<file path="config.mk">
export PLATFORM = sky130hd
export DESIGN_NAME = sync_fifo_param
export DESIGN_NICKNAME = d
export VERILOG_FILES = /design/src/rtl/sync_fifo_param_pkg.sv /design/src/rtl/fifo_mem_1r1w.sv /design/src/rtl/sync_fifo_param.sv
export SDC_FILE = /design/constraint.sdc
export NUM_CORES = 1
export LEC_CHECK = 0
export ABC_AREA = 1
export CELL_PAD_IN_SITES_DETAIL_PLACEMENT = 1
export CELL_PAD_IN_SITES_GLOBAL_PLACEMENT = 1
export CORE_ASPECT_RATIO = 0.5
export CORE_MARGIN = 2
export CORE_UTILIZATION = 47
export CTS_CLUSTER_SIZE = 40
export DETAILED_ROUTE_END_ITERATION = 16
export PLACE_DENSITY = 0.9
export SLEW_MARGIN = 10
export SYNTH_ARGS = -nofsm -noshare
export SYNTH_HDL_FRONTEND = slang
export SYNTH_HIERARCHICAL = 1
export SYNTH_SLANG_ARGS = --single-unit
</file>
<file path="constraint.sdc">
create_clock -name i_clk -period 2.6 [get_ports i_clk]
set_input_delay 0.52 -clock i_clk [delete_from_list [all_inputs] [get_ports i_clk]]
set_output_delay 0.52 -clock i_clk [all_outputs]
set_load 0.03 [all_outputs]
</file>
<file path="src/rtl/sync_fifo_param_pkg.sv">
// rtl/sync_fifo_param_pkg.sv - shared FIFO helpers: clog2 and sticky error bit indices
package sync_fifo_param_pkg;

    localparam int ERR_OVF  = 0;
    localparam int ERR_UNF  = 1;
    localparam int ERR_BITS = 2;

    function automatic int clog2(input int value);
        int result;
        result = 0;
        while ((1 << result) < value) begin
            result = result + 1;
        end
        return result;
    endfunction

endpackage

</file>
<file path="src/rtl/fifo_mem_1r1w.sv">
// rtl/fifo_mem_1r1w.sv - 1W/1R storage array, synchronous write, asynchronous read
module fifo_mem_1r1w
    import sync_fifo_param_pkg::*;
#(
    parameter  int DWIDTH = 8,
    parameter  int DEPTH  = 16,
    localparam int AWIDTH = clog2(DEPTH)
) (
    input  logic              i_clk,
    input  logic              i_we,
    input  logic [AWIDTH-1:0] i_waddr,
    input  logic [DWIDTH-1:0] i_wdata,
    input  logic [AWIDTH-1:0] i_raddr,
    output logic [DWIDTH-1:0] o_rdata
);

    logic [DWIDTH-1:0] r_mem [DEPTH];

    always_ff @(posedge i_clk) begin
        if (i_we) begin
            r_mem[i_waddr] <= i_wdata;
        end
    end

    assign o_rdata = r_mem[i_raddr];

endmodule

</file>
<file path="src/rtl/sync_fifo_param.sv">
// rtl/sync_fifo_param.sv - single-clock FIFO, any depth, level flags, sticky errors, flush
// SYNC_FIFO_FWFT_EN selects first-word-fall-through reads; default is registered read.
module sync_fifo_param
    import sync_fifo_param_pkg::*;
#(
    parameter  int DWIDTH   = 8,
    parameter  int DEPTH    = 16,
    parameter  int AF_LEVEL = 12,
    parameter  int AE_LEVEL = 4,
    localparam int CWIDTH   = clog2(DEPTH + 1)
) (
    input  logic              i_clk,
    input  logic              i_reset,
    input  logic              i_flush,
    input  logic              i_push,
    input  logic [DWIDTH-1:0] i_wdata,
    output logic              o_full,
    output logic              o_almost_full,
    input  logic              i_pop,
    output logic [DWIDTH-1:0] o_rdata,
    output logic              o_rvalid,
    output logic              o_empty,
    output logic              o_almost_empty,
    output logic [CWIDTH-1:0] o_count,
    output logic              o_overflow,
    output logic              o_underflow,
    input  logic              i_clr_err
);

    localparam int PW = clog2(DEPTH);

    logic [PW-1:0]       r_wr_ptr;
    logic [PW-1:0]       r_rd_ptr;
    logic [CWIDTH-1:0]   r_count;
    logic [CWIDTH-1:0]   w_count_nxt;
    logic                r_full;
    logic                r_empty;
    logic                r_af;
    logic                r_ae;
    logic [ERR_BITS-1:0] r_err;
    logic [ERR_BITS-1:0] w_err_nxt;
    logic                w_push_ok;
    logic                w_pop_ok;
    logic [DWIDTH-1:0]   w_mem_rdata;

    // Explicit wrap so non-power-of-two depths work.
    function automatic logic [PW-1:0] ptr_inc(input logic [PW-1:0] p);
        return (p == PW'(DEPTH - 1)) ? '0 : p + PW'(1);
    endfunction

    assign w_push_ok   = i_push & ~r_full;
    assign w_pop_ok    = i_pop & ~r_empty;
    assign w_count_nxt = r_count + CWIDTH'(w_push_ok) - CWIDTH'(w_pop_ok);

    always_comb begin
        w_err_nxt          = r_err & ~{ERR_BITS{i_clr_err}};
        w_err_nxt[ERR_OVF] = w_err_nxt[ERR_OVF] | (i_push & r_full);
        w_err_nxt[ERR_UNF] = w_err_nxt[ERR_UNF] | (i_pop & r_empty);
    end

    always_ff @(posedge i_clk or posedge i_reset) begin
        if (i_reset) begin
            r_wr_ptr <= '0;
            r_rd_ptr <= '0;
            r_count  <= '0;
            r_full   <= 1'b0;
            r_empty  <= 1'b1;
            r_af     <= 1'b0;
            r_ae     <= 1'b1;
            r_err    <= '0;
        end else if (i_flush) begin
            r_wr_ptr <= '0;
            r_rd_ptr <= '0;
            r_count  <= '0;
            r_full   <= 1'b0;
            r_empty  <= 1'b1;
            r_af     <= 1'b0;
            r_ae     <= 1'b1;
            r_err    <= '0;
        end else begin
            if (w_push_ok) begin
                r_wr_ptr <= ptr_inc(r_wr_ptr);
            end
            if (w_pop_ok) begin
                r_rd_ptr <= ptr_inc(r_rd_ptr);
            end
            r_count <= w_count_nxt;
            r_full  <= (w_count_nxt == CWIDTH'(DEPTH));
            r_empty <= (w_count_nxt == '0);
            r_af    <= (w_count_nxt >= CWIDTH'(AF_LEVEL));
            r_ae    <= (w_count_nxt <= CWIDTH'(AE_LEVEL));
            r_err   <= w_err_nxt;
        end
    end

    fifo_mem_1r1w #(
        .DWIDTH (DWIDTH),
        .DEPTH  (DEPTH)
    ) u_mem (
        .i_clk   (i_clk),
        .i_we    (w_push_ok & ~i_flush),
        .i_waddr (r_wr_ptr),
        .i_wdata (i_wdata),
        .i_raddr (r_rd_ptr),
        .o_rdata (w_mem_rdata)
    );

`ifdef SYNC_FIFO_FWFT_EN
    // Head word is presented directly; zero while empty so reset shows rdata=0.
    assign o_rdata  = r_empty ? '0 : w_mem_rdata;
    assign o_rvalid = ~r_empty;
`else
    logic [DWIDTH-1:0] r_rdata;
    logic              r_rvalid;

    always_ff @(posedge i_clk or posedge i_reset) begin
        if (i_reset) begin
            r_rdata  <= '0;
            r_rvalid <= 1'b0;
        end else if (i_flush) begin
            r_rvalid <= 1'b0;
        end else begin
            r_rvalid <= w_pop_ok;
            if (w_pop_ok) begin
                r_rdata <= w_mem_rdata;
            end
        end
    end

    assign o_rdata  = r_rdata;
    assign o_rvalid = r_rvalid;
`endif

    assign o_full         = r_full;
    assign o_empty        = r_empty;
    assign o_almost_full  = r_af;
    assign o_almost_empty = r_ae;
    assign o_count        = r_count;
    assign o_overflow     = r_err[ERR_OVF];
    assign o_underflow    = r_err[ERR_UNF];

endmodule

</file>
After elaboration in Yosys (flattened, before gate mapping)
Memories as Yosys holds them, arrays and structs flattened. A register that Yosys moved wholly into a read port is not among the register bits. Cells that the tools add are included.

Add/subtract/negate cells: 4. Order comparisons: 2. Eq/ne operators: 3. Muxes and demuxes: 15. Bitwise operators: 12. Reductions and logical operators: 4.

Operators by type and width (count): 4-bit 2-to-1 mux (6); 4-bit by 1-bit adder with 4-bit output (second input constant) (2); 4-bit == test (second input constant) (2); 1-bit 2-to-1 mux (7); 5-bit by 1-bit adder with 5-bit output (1); 1-bit bitwise AND (5); 5-bit == test (second input constant) (1); 5-bit by 4-bit >= comparator with 1-bit output (second input constant) (1); 5-bit by 3-bit less-or-equal comparator with 1-bit output (second input constant) (1); 5-bit logical NOT (1); 5-bit 2-to-1 mux (1); 5-bit by 1-bit subtractor with 5-bit output (1); 2-bit nonzero test (2); 1-bit inverter (3); 2-bit bitwise AND (1); 2-bit 2-to-1 mux (1); 2-bit inverter (1); 1-bit bitwise OR (2); 2-bit AND reduction (1).

Flip-flop bits (word level): 20. RAM bits: 128. Input bits: 14. Output and inout port bits: 20. Word-level logic and storage cells: 50. Memories kept: 1.

Memory list: u_mem.r_mem (depth 16, bits a word 8, read ports 1, clocked after Yosys merged registers in 1, write ports 1, line fifo_mem_1r1w.sv:17) `logic [DWIDTH-1:0] r_mem [DEPTH];`.

Longest topological paths before layout
Depth after elaboration: 6. Mapped depth: 13. Gate-level depth less buffers: 13.

Modules after synthesis
Netlist, hierarchy kept.

By module, submodules not included: fifo_mem_1r1w (instances 1, cells an instance 543, area an instance 5606.6 sq um, seq. area each 3843.7 sq um); sync_fifo_param (instances 1, cells an instance 162, area an instance 1396.3 sq um, seq. area each 703.2 sq um).

Worst setup path after synthesis
OpenSTA, ideal clock, no wires.

Path type: register to register. Start: register r_full, in the netlist o_full. End: register r_full, in the netlist o_full. Library setup time: 71 ps. Data arrival time: 2124 ps. Required time: 2529 ps. Setup slack: 404 ps. Stages on the path, launching flop included: 11. Path buffers: 0. Clock period less this slack: 2196 ps. Cell sequence: dfrtp_1 -> nor2_1 -> inv_1 -> nand2_1 -> nand2_1 -> ha_1 -> fa_1 -> xnor2_1 -> and2b_1 -> nand2_1 -> nor2_1.

Cells in the longest elaborated chain, start to end: 6.

RTL lines: from (decl) (line sync_fifo_param.sv:36) `logic r_full;`; from (signal assigned) (line sync_fifo_param.sv:88) `r_full <= (w_count_nxt == CWIDTH'(DEPTH));`; 1-bit inverter (line sync_fifo_param.sv:51) `assign w_push_ok = i_push & ~r_full;`; 1-bit bitwise AND (line sync_fifo_param.sv:51); 5-bit by 1-bit adder with 5-bit output (line sync_fifo_param.sv:53) `assign w_count_nxt = r_count + CWIDTH'(w_push_ok) - CWIDTH'(w_pop_ok);`; 5-bit by 1-bit subtractor with 5-bit output (line sync_fifo_param.sv:53); 5-bit == test (line sync_fifo_param.sv:88); 1-bit 2-to-1 mux (line sync_fifo_param.sv:71) `end else if (i_flush) begin`.

No other way between the ends. A chain may end at the register's enable or synchronous reset.

Worst setup path in the final report
Start: input i_pop. End: register r_full, in the netlist o_full.

Cells in the longest elaborated chain, start to end: 4.

RTL lines: from (decl) (line sync_fifo_param.sv:19) `input logic i_pop,`; 1-bit bitwise AND (line sync_fifo_param.sv:52) `assign w_pop_ok = i_pop & ~r_empty;`; 5-bit by 1-bit subtractor with 5-bit output (line sync_fifo_param.sv:53); 5-bit == test (line sync_fifo_param.sv:88); 1-bit 2-to-1 mux (line sync_fifo_param.sv:71).

No other way between the ends.

==> run metrics <==
fin crit share=0.960; Worst Setup SP=i_pop; reg2reg start=o_full; Seq/Total Area, Yosys=0.649; CP Class=primary input to flop; Worst-Skew Late Latency=0.45 ns; Synth cell types=25; die area=16000 um2; starting density of the core=0.483; startpoint types=primary input; most frequent CP cell=nand2_1; CTS tree=built; via count=5831; placed instance area=7630 um2; Psw=0.00260 W; final instance area=8260 um2; H-tree levels=4; leakage=3.63 nW; Fmax=401 MHz; cell-internal power=0.00502 W; max-slew violations=0; DIE WIDTH=177 um; initial antenna violation count=0; post-route ant nets=0; fin worst setup slack=0.105 ns; setup bufs post-CTS=0; Net Sw Frac=0.341; crit path time final=2.49 ns; pwr dens=923 nW/um2; n_diodes=0; FF-to-FF path depth=10; Yosys warning total=6; drt first pass iters=5; Area growth syn-to-layout=18.0%; RSZ-0062 raised after global routing=no; cell count after synthesis=705; DRC violations left=0; All-Layer GR Usage=0.333; final hold viol count=0; Least-Margin Pin Slew=0.805 ns; vias in the first global route=6168; Setup Viol. Count Final=0; biggest area consumer among synthesized cells=edfxtp_1; worst-path fanout max=2; CTS max path bufs=2; Root Buffer Master=clkbuf_16; status=finished clean; Slew Limit Headroom=0.462; worst slack at placement=-0.125 ns; die height=90.3 um; PortBufs=33; synth top area cells=edfxtp_1 (55%), nand2_1 (12%), dfrtp_1 (9.3%), nand3_1 (8.1%), inv_1 (6.3%); core area=14500 um2; pin count of the biggest net entering global routing=69; Post-Route WL=24900 um; syn nets=726; crit-path max cell delay=0.51 ns; # IOs=34; area share of the largest cell type after synthesis=0.549; row count=31; share of post-route cells with drive strength above 1=0.105; Post-Syn Area=7000 um2; Cell Chain, Critical Path=clkdlybuf4s50_1, inv_1, nor2_4, inv_2, nand2_1, nand2_1, ha_1, fa_1, xnor2_2, and2b_1, nand2_1, nor2_1; Tot Pwr=0.00763 W; Comb power frac=0.248; routed len/inst=25.6 um; sequential power share=0.393; post-DP HPWL=13200 um; Worst setup EP type=flop; clock-pin slew on the worst setup and hold paths=0.07 ns; Worst path slowest cell=clkdlybuf4s50_1; Nets=782; peak supply drop=0.651 mV; Max Cap Viol=0; Hold Path Class=primary input to asynchronous set/reset pin; Final Core Density=0.570; TritonCTS Sinks=156; synthesized area per cell=9.93 um2; Min Hold Slack=0.440 ns; Arr. time, crit path=2.87 ns; RePlAce Congestion=0.805; DR iter-0 viols=597; FF+latch count, synth=156; CP Data Required Time=2.97 ns; total CTS buffers=17; clock power share=0.359; grt ovf=0; vias per inst=6.00; first-pass GRT wire length=38300 um; clk_skew=0.0112 ns
[critical path, delay by kind of cell]
family / cells / cell delay [ns]
buf+inv: 3 / 0.67
fa+ha+maj: 2 / 0.70
simple gates: 6 / 0.69
xor+xnor: 1 / 0.28
[cells in the mapped netlist]
cell type,n
edfxtp_1,128
nor2_1,23
nand2_1,228
nand2_2,2
dfrtp_1,26
xor2_1,1
xnor2_1,3
ha_1,6
and2b_1,1
inv_2,6
nor2_4,2
fa_1,1
a21oi_1,4
nor2_2,2
nand3_2,3
buf_1,1
dfstp_2,2
nand3b_1,2
buf_6,8
buf_2,13
buf_4,4
o21ai_1,6
inv_1,118
a21oi_2,1
nand3_1,114
[worst paths after layout]
path	endpoint	slack, ns
max	o_full	0.11
min in group i_clk	o_rdata[6]	0.50
min reg2reg	o_rdata[6]	0.50
min	o_almost_full	0.44
max in group asynchronous	o_empty	1.84
max reg2reg	o_full	0.25
[per-stage QoR]
step	std cells	TNS, ns
floorplan	705	0
global placement	940	0
detailed placement	940	-0.351
CTS	972	0
global route	972	0
finish	972	0
[per-layer routing]
metal | vias up | track usage | wire length (um)
li1 | 2368 | - | -
met1 | 2894 | 0.410 | 9160
met3 | 117 | 0.0850 | 2370
met5 | - | 0 | 0
met2 | 452 | 0.547 | 12100
met4 | 0 | 0.169 | 1270
[power groups by stage]
stage | registers, W | logic (W) | clock network [W]
after floorplan | 0.00324 | 0.000839 | 0
after global placement | 0.00302 | 0.00160 | 0
after detailed placement | 0.00303 | 0.00170 | 0
after CTS | 0.00300 | 0.00183 | 0.00274
after global routing | 0.00301 | 0.00200 | 0.00283
final | 0.00300 | 0.00189 | 0.00274
[kinds of logic after synthesis]
family / Yosys count / share of synthesized area
AO/OA/AOI/OAI: 11 / 0.00840
adder cells (fa/ha/maj): 7 / 0.0136
buffers and inverters: 150 / 0.0934
flip-flops: 156 / 0.649
AND/OR/NAND/NOR: 377 / 0.230
XOR/XNOR: 4 / 0.00500
[registers in the layout, indices dropped and copies added, names as in the netlist]
register and count:
r_err 2, o_almost_empty 1, o_full 1, o_rdata 8
r_wr_ptr 4, o_almost_full 1, o_rvalid 1, o_count 5
o_empty 1, r_rd_ptr 4, u_mem/r_mem 128
[cell type report]
class | count | area, um2
Fill cell | 1611 | 6240
Sequential cell | 156 | 4550
Multi-Input combinational cell | 399 | 1810
Timing Repair Buffer | 63 | 568
Inverter | 124 | 465
Clock buffer | 19 | 443
Tap cell | 198 | 248
Clock inverter | 13 | 183
[placed cells by master (no fill, tap or decap), drive strengths merged, types with 2 or more instances in the layout]
cell type	n
nand2	230
inv	129
edfxtp	128
nand3	117
clkdlybuf4s50	33
buf	30
nor2	27
dfrtp	26
clkbuf	19
o21ai	6
ha	6
a21oi	5
bufinv	3
clkinv	3
xnor2	3
clkinvlp	2
dfstp	2
nand3b	2
[timing repair]
action / CTS / global route
hold buffers: 0 / 0
endpoints found under the setup margin: 0 / 1
resized for setup: 0 / 1
Note: power is estimated with default switching activity, not from simulation.
